<file path="src/rtl/wave_generator_pkg.sv">
// rtl/wave_generator_pkg.sv - shared wave select codes, sample width and waveform helpers
// Purpose: constants and pure functions shared by the wave generator and the
//          downstream amplitude-scaling stage.
// Ports:   none (package).
package wave_generator_pkg;

  localparam int SAMPLE_W = 8;

  localparam logic [1:0] WAVE_SAW   = 2'b00;
  localparam logic [1:0] WAVE_SQR   = 2'b01;
  localparam logic [1:0] WAVE_TRI   = 2'b10;
  localparam logic [1:0] WAVE_NOISE = 2'b11;

  localparam logic [SAMPLE_W-1:0] LFSR_SEED = 8'h01;

  typedef enum logic {
    ST_IDLE = 1'b0,
    ST_RUN  = 1'b1
  } run_state_e;

  // Map the 8-bit phase index (or noise register) to an output sample.
  function automatic logic [SAMPLE_W-1:0] wave_shape(
    input logic [1:0]          sel,
    input logic [SAMPLE_W-1:0] p,
    input logic [SAMPLE_W-1:0] lfsr
  );
    logic [SAMPLE_W-1:0] ramp;
    ramp = {p[SAMPLE_W-2:0], 1'b0};
    case (sel)
      WAVE_SAW: wave_shape = p;
      WAVE_SQR: wave_shape = p[SAMPLE_W-1] ? 8'hFF : 8'h00;
      WAVE_TRI: wave_shape = p[SAMPLE_W-1] ? ~ramp : ramp;
      default:  wave_shape = lfsr;
    endcase
  endfunction

  // Fibonacci taps 8,6,5,4; a non-zero seed never reaches the all-zero state.
  function automatic logic [SAMPLE_W-1:0] lfsr_next(input logic [SAMPLE_W-1:0] lfsr);
    lfsr_next = {lfsr[6:0], lfsr[7] ^ lfsr[5] ^ lfsr[4] ^ lfsr[3]};
  endfunction

endpackage

</file>
<file path="src/rtl/wave_prescaler.sv">
// rtl/wave_prescaler.sv - sample-rate prescaler producing a tick every sample_div+1 run cycles
// Purpose: divides the clock down to the sample rate.
// Ports:   clk, rst_n (async active-low), run (count enable), clear (restart,
//          wins over tick), sample_div (terminal count), tick (sample strobe).
module wave_prescaler #(
  parameter int DIV_W = 8
) (
  input  logic             clk,
  input  logic             rst_n,
  input  logic             run,
  input  logic             clear,
  input  logic [DIV_W-1:0] sample_div,
  output logic             tick
);

  logic [DIV_W-1:0] count_q;
  logic [DIV_W-1:0] count_d;

  // Equality compare only: if sample_div drops below the count, the counter
  // runs on through its natural wrap before matching again.
  always_comb begin
    tick    = run && !clear && (count_q == sample_div);
    count_d = count_q + {{(DIV_W-1){1'b0}}, 1'b1};
    if (clear || !run || tick) begin
      count_d = '0;
    end
  end

  always_ff @(posedge clk or negedge rst_n) begin
    if (!rst_n) begin
      count_q <= '0;
    end else begin
      count_q <= count_d;
    end
  end

endmodule

</file>
<file path="src/rtl/wave_generator.sv">
// rtl/wave_generator.sv - phase-accumulator waveform source (saw/square/triangle/noise)
// Purpose: produces registered 8-bit samples at a prescaled rate for the
//          amplitude-scaling stage.
// Ports:   clk, rst_n (async active-low), enable (run/hold), sync (restart
//          pulse), waveSel (shape), freqStep (phase increment), sampleDiv
//          (prescaler terminal count), sampleOut (sample), sampleValid
//          (new-sample strobe), cycleWrap (phase carry-out strobe).
module wave_generator
  import wave_generator_pkg::*;
#(
  parameter int PHASE_W = 16,
  parameter int DIV_W   = 8
) (
  input  logic                clk,
  input  logic                rst_n,
  input  logic                enable,
  input  logic                sync,
  input  logic [1:0]          waveSel,
  input  logic [PHASE_W-1:0]  freqStep,
  input  logic [DIV_W-1:0]    sampleDiv,
  output logic [SAMPLE_W-1:0] sampleOut,
  output logic                sampleValid,
  output logic                cycleWrap
);

  run_state_e          state_q, state_d;
  logic [PHASE_W-1:0]  phase_q, phase_d;
  logic [SAMPLE_W-1:0] lfsr_q, lfsr_d;
  logic [1:0]          active_sel_q, active_sel_d;
  logic [SAMPLE_W-1:0] sample_q, sample_d;
  logic                valid_q, valid_d;
  logic                wrap_q, wrap_d;

  logic                run;
  logic                tick;
  logic [PHASE_W:0]    phase_sum;
  logic                wrap;
  logic [SAMPLE_W-1:0] p;

  // The first enabled cycle already behaves as RUN so that sampleDiv=0 ticks
  // immediately; the cycle enable falls behaves as IDLE (no tick).
  always_comb begin
    state_d = state_q;
    run     = 1'b0;
    case (state_q)
      ST_IDLE: begin
        if (enable) begin
          state_d = ST_RUN;
          run     = 1'b1;
        end
      end
      default: begin
        run = enable;
        if (!enable) begin
          state_d = ST_IDLE;
        end
      end
    endcase
  end

  wave_prescaler #(.DIV_W(DIV_W)) u_prescaler (
    .clk        (clk),
    .rst_n      (rst_n),
    .run        (run),
    .clear      (sync),
    .sample_div (sampleDiv),
    .tick       (tick)
  );

  assign phase_sum = {1'b0, phase_q} + {1'b0, freqStep};
  assign wrap      = phase_sum[PHASE_W];
  assign p         = phase_q[PHASE_W-1 -: SAMPLE_W];

  always_comb begin
    phase_d      = phase_q;
    lfsr_d       = lfsr_q;
    active_sel_d = active_sel_q;
    sample_d     = sample_q;
    valid_d      = 1'b0;
    wrap_d       = 1'b0;
    if (sync) begin
      phase_d      = '0;
      lfsr_d       = LFSR_SEED;
      active_sel_d = waveSel;
    end else if (!run) begin
      active_sel_d = waveSel;
    end else if (tick) begin
      phase_d  = phase_sum[PHASE_W-1:0];
      sample_d = wave_shape(active_sel_q, p, lfsr_q);
      valid_d  = 1'b1;
      wrap_d   = wrap;
      if (active_sel_q == WAVE_NOISE) begin
        lfsr_d = lfsr_next(lfsr_q);
      end
      // Shape changes only at a period boundary so no partial cycle is emitted.
      if (wrap) begin
        active_sel_d = waveSel;
      end
    end
  end

  always_ff @(posedge clk or negedge rst_n) begin
    if (!rst_n) begin
      state_q      <= ST_IDLE;
      phase_q      <= '0;
      lfsr_q       <= LFSR_SEED;
      active_sel_q <= WAVE_SAW;
      sample_q     <= '0;
      valid_q      <= 1'b0;
      wrap_q       <= 1'b0;
    end else begin
      state_q      <= state_d;
      phase_q      <= phase_d;
      lfsr_q       <= lfsr_d;
      active_sel_q <= active_sel_d;
      sample_q     <= sample_d;
      valid_q      <= valid_d;
      wrap_q       <= wrap_d;
    end
  end

  assign sampleOut   = sample_q;
  assign sampleValid = valid_q;
  assign cycleWrap   = wrap_q;

endmodule

</file>
<file path="config.mk">
export PLATFORM = sky130hd
export DESIGN_NAME = wave_generator
export DESIGN_NICKNAME = d
export VERILOG_FILES = /design/src/rtl/wave_generator_pkg.sv /design/src/rtl/wave_prescaler.sv /design/src/rtl/wave_generator.sv
export SDC_FILE = /design/constraint.sdc
export NUM_CORES = 1
export LEC_CHECK = 0
export CORE_MARGIN = 5
export CORE_UTILIZATION = 50
export DETAILED_ROUTE_END_ITERATION = 8
export DONT_BUFFER_PORTS = 1
export PLACE_DENSITY = 0.66
export RECOVER_POWER = 25
export SETUP_SLACK_MARGIN = 0.05
export SLEW_MARGIN = 5
export SYNTH_ARGS = -nofsm -noshare
export SYNTH_HDL_FRONTEND = slang
export SYNTH_SLANG_ARGS = --single-unit
</file>
<file path="constraint.sdc">
create_clock -name clk -period 6.1 [get_ports clk]
set_input_delay 1.22 -clock clk [delete_from_list [all_inputs] [get_ports clk]]
set_output_delay 1.22 -clock clk [all_outputs]
set_load 0.1 [all_outputs]
</file>
==> metrics.cfg <==
[finish]
final_cells=377
n_antenna_cell=0
layout-drive-gt1-share_pct=8.20
areaGrowthSynthToFinish_pct=5.68
nets=352
utilization_pct=54.1
final_area_um2=2980

[logic_synthesis]
yosys_warnings=0
synth_top_area_share_pct=38.2
async_flop_share_pct=100
synth_cell_types=48
netlist_area_um2=2820
synth_most_common_cell=dfrtp_1
yosysTopAreaCell=dfrtp_1
ys_seq_area_share_pct=39.1
postSynthCellCount=307
yosys-top-cells-count=dfrtp_1 (43), nor2_1 (40), nand2_1 (24), nand3_1 (21), o21ai_0 (19)
synth_nets=355
synth_area_leaders=dfrtp_1 (38%), ha_1 (7.5%), xor2_1 (5.6%), nor2_1 (5.3%), xnor2_1 (4.3%)
ys.flop_type=dfrtp_1
ys_ff_latch=44
avgSynthCellArea_um2=9.18
synth_edf_count=0

[sta]
setup_viol=0
worst_slew_pin_slew_ps=934
fin_crit_sh_pct=50.1
fin_skew_ps=11.0
drv_slew=0
slew_headroom_pct=37.7
tns_ps=0
layout_min_cycle_time_ps=3060
max_freq_mhz=327
finalHoldViolCount=0
grt_setup_unrepaired=false
hold_slack_ps=518

[route]
routedWlPerCell_um=15.3
ant_nets=0
drc=0
vias_per_cell=5.76
vias=2171
drt_iter0_markers=71
first_pass_iters=4
finalWirelength_um=5760

[die]
io_pins=40
die_x_um=85.1
initial_core_util_pct=51.2
core_um2=5510
dieArea_um2=7240
std_cell_rows=27
dieHeight_um=85.1

[global_route]
grt_max_degree=45
grt_pass1_wl_um=9700
grt_overflow=0
antenna_found_initial=0
track_usage_pct=16.4
grt_pass1_vias=2023

[clock_network]
clk_pin_slew_ps=90
root_buffer=clkbuf_8
clk_path_buf_depth=2
cts.sink_count=44
post_cts_resized=0
cts_made_buffers=5
htree_levels=2
postCtsSetupBuffers=0
clk_latency_ps=290
cts_tree=yes
hold_buffers=0

[pwr]
power.density_nw_per_um2=194
p_leak_nw=1.32
ir_worst_vdd_mv=0.0890

[place]
io_buffer_count=0
placed_cells=369
gp_congestion=0.819
dp_hpwl_um=4260
place_area_um2=2870

[critical_path]
cp.arrival_ps=3250
endpoint_kind=flop
crit_required_ps=6290
crit_fanout=3
cp-start-kind=primary input
critPathKind=in -> reg

[run_status]
status=finished, final reports clean

[worst_hold_path]
min_path_type=reg -> reg

[run]
drv_cap=0

==> final cells by class <==
class	instances	area (um^2)
clock buffers	6	72.6
clock inverters	2	35.0
fillers	537	2530
inverters	5	18.8
multi-input cells	247	1650
flip-flops and latches	44	1100
well taps	72	90.1
repair buffers	1	7.51
==> metrics by stage <==
step           total power [W]  setup slack, ps
6_report              0.000578             3040
5_1_grt               0.000604             2910
4_1_cts               0.000585             3040
3_5_place_dp          0.000363             2720
3_3_place_gp          0.000363             2770
2_1_floorplan         0.000358             2900
==> worst max-delay path: stages <==
cell and delay [ps]:
ha_1 220, fa_1 450, a211oi_2 240, o21bai_1 140, o2111ai_1 290, a211oi_1 130
or3_1 320, a31o_2 240
==> per-layer routing <==
metal	vias up	track usage, %	routed length (um)
li1	1104	-	-
met1	1009	23.6	2700
met2	54	24.9	2600
met3	4	3.50	392
met4	0	4.75	65
met5	-	0	0
==> worst paths after layout <==
path | startpoint | endpoint | slack, ps | depth (start not counted)
max | freqStep[0] | phase_q[14] | 3040 | 8
min | lfsr_q[6] | sampleOut[6] | 520 | 1
max reg2reg | phase_q[0] | phase_q[14] | 3570 | 8
min reg2reg | lfsr_q[6] | sampleOut[6] | 520 | 1
max in group asynchronous | rst_n | lfsr_q[0] | 5310 | 0
min in group asynchronous | rst_n | sampleOut[7] | 610 | 0
==> where the power goes <==
| part | internal [W] | switching [W] |
|---|---|---|
| Sequential | 0.000295 | 0.0000261 |
| Clock | 0.000122 | 0.0000985 |
| Combinational | 0.0000154 | 0.0000206 |
| Total | 0.000432 | 0.000145 |
==> registers in the layout (all words and copies together), names as in the netlist <==
signal               flops
u_prescaler.count_q      8
active_sel_q             2
sampleValid              1
phase_q                 16
lfsr_q                   8
cycleWrap                1
sampleOut                8
==> kinds of logic after synthesis <==
kind of cell	synth area share, %
AOI/OAI and AO/OA	17.8
xor gates and xnor gates	9.94
adders and majority gates	8.26
buffers and inverters	2.26
DFF	39.1
muxes	3.64
and+or+nand+nor	19.0
==> cell usage in the layout (no fill, tap or decap), types with 5 or more instances in the layout <==
cell | Yosys | final
a211oi_1 | 10 | 10
a21oi_1 | 10 | 10
a31o_2 | 5 | 5
clkbuf_8 | 0 | 5
dfrtp_1 | 43 | 43
ha_1 | 17 | 17
mux2i_1 | 8 | 8
nand2_1 | 24 | 24
nand3_1 | 21 | 21
nor2_1 | 40 | 40
nor3_1 | 14 | 14
o21ai_0 | 19 | 19
o2bb2ai_1 | 6 | 6
xnor2_1 | 14 | 14
xor2_1 | 18 | 18
(Power assumes the default switching activity.)
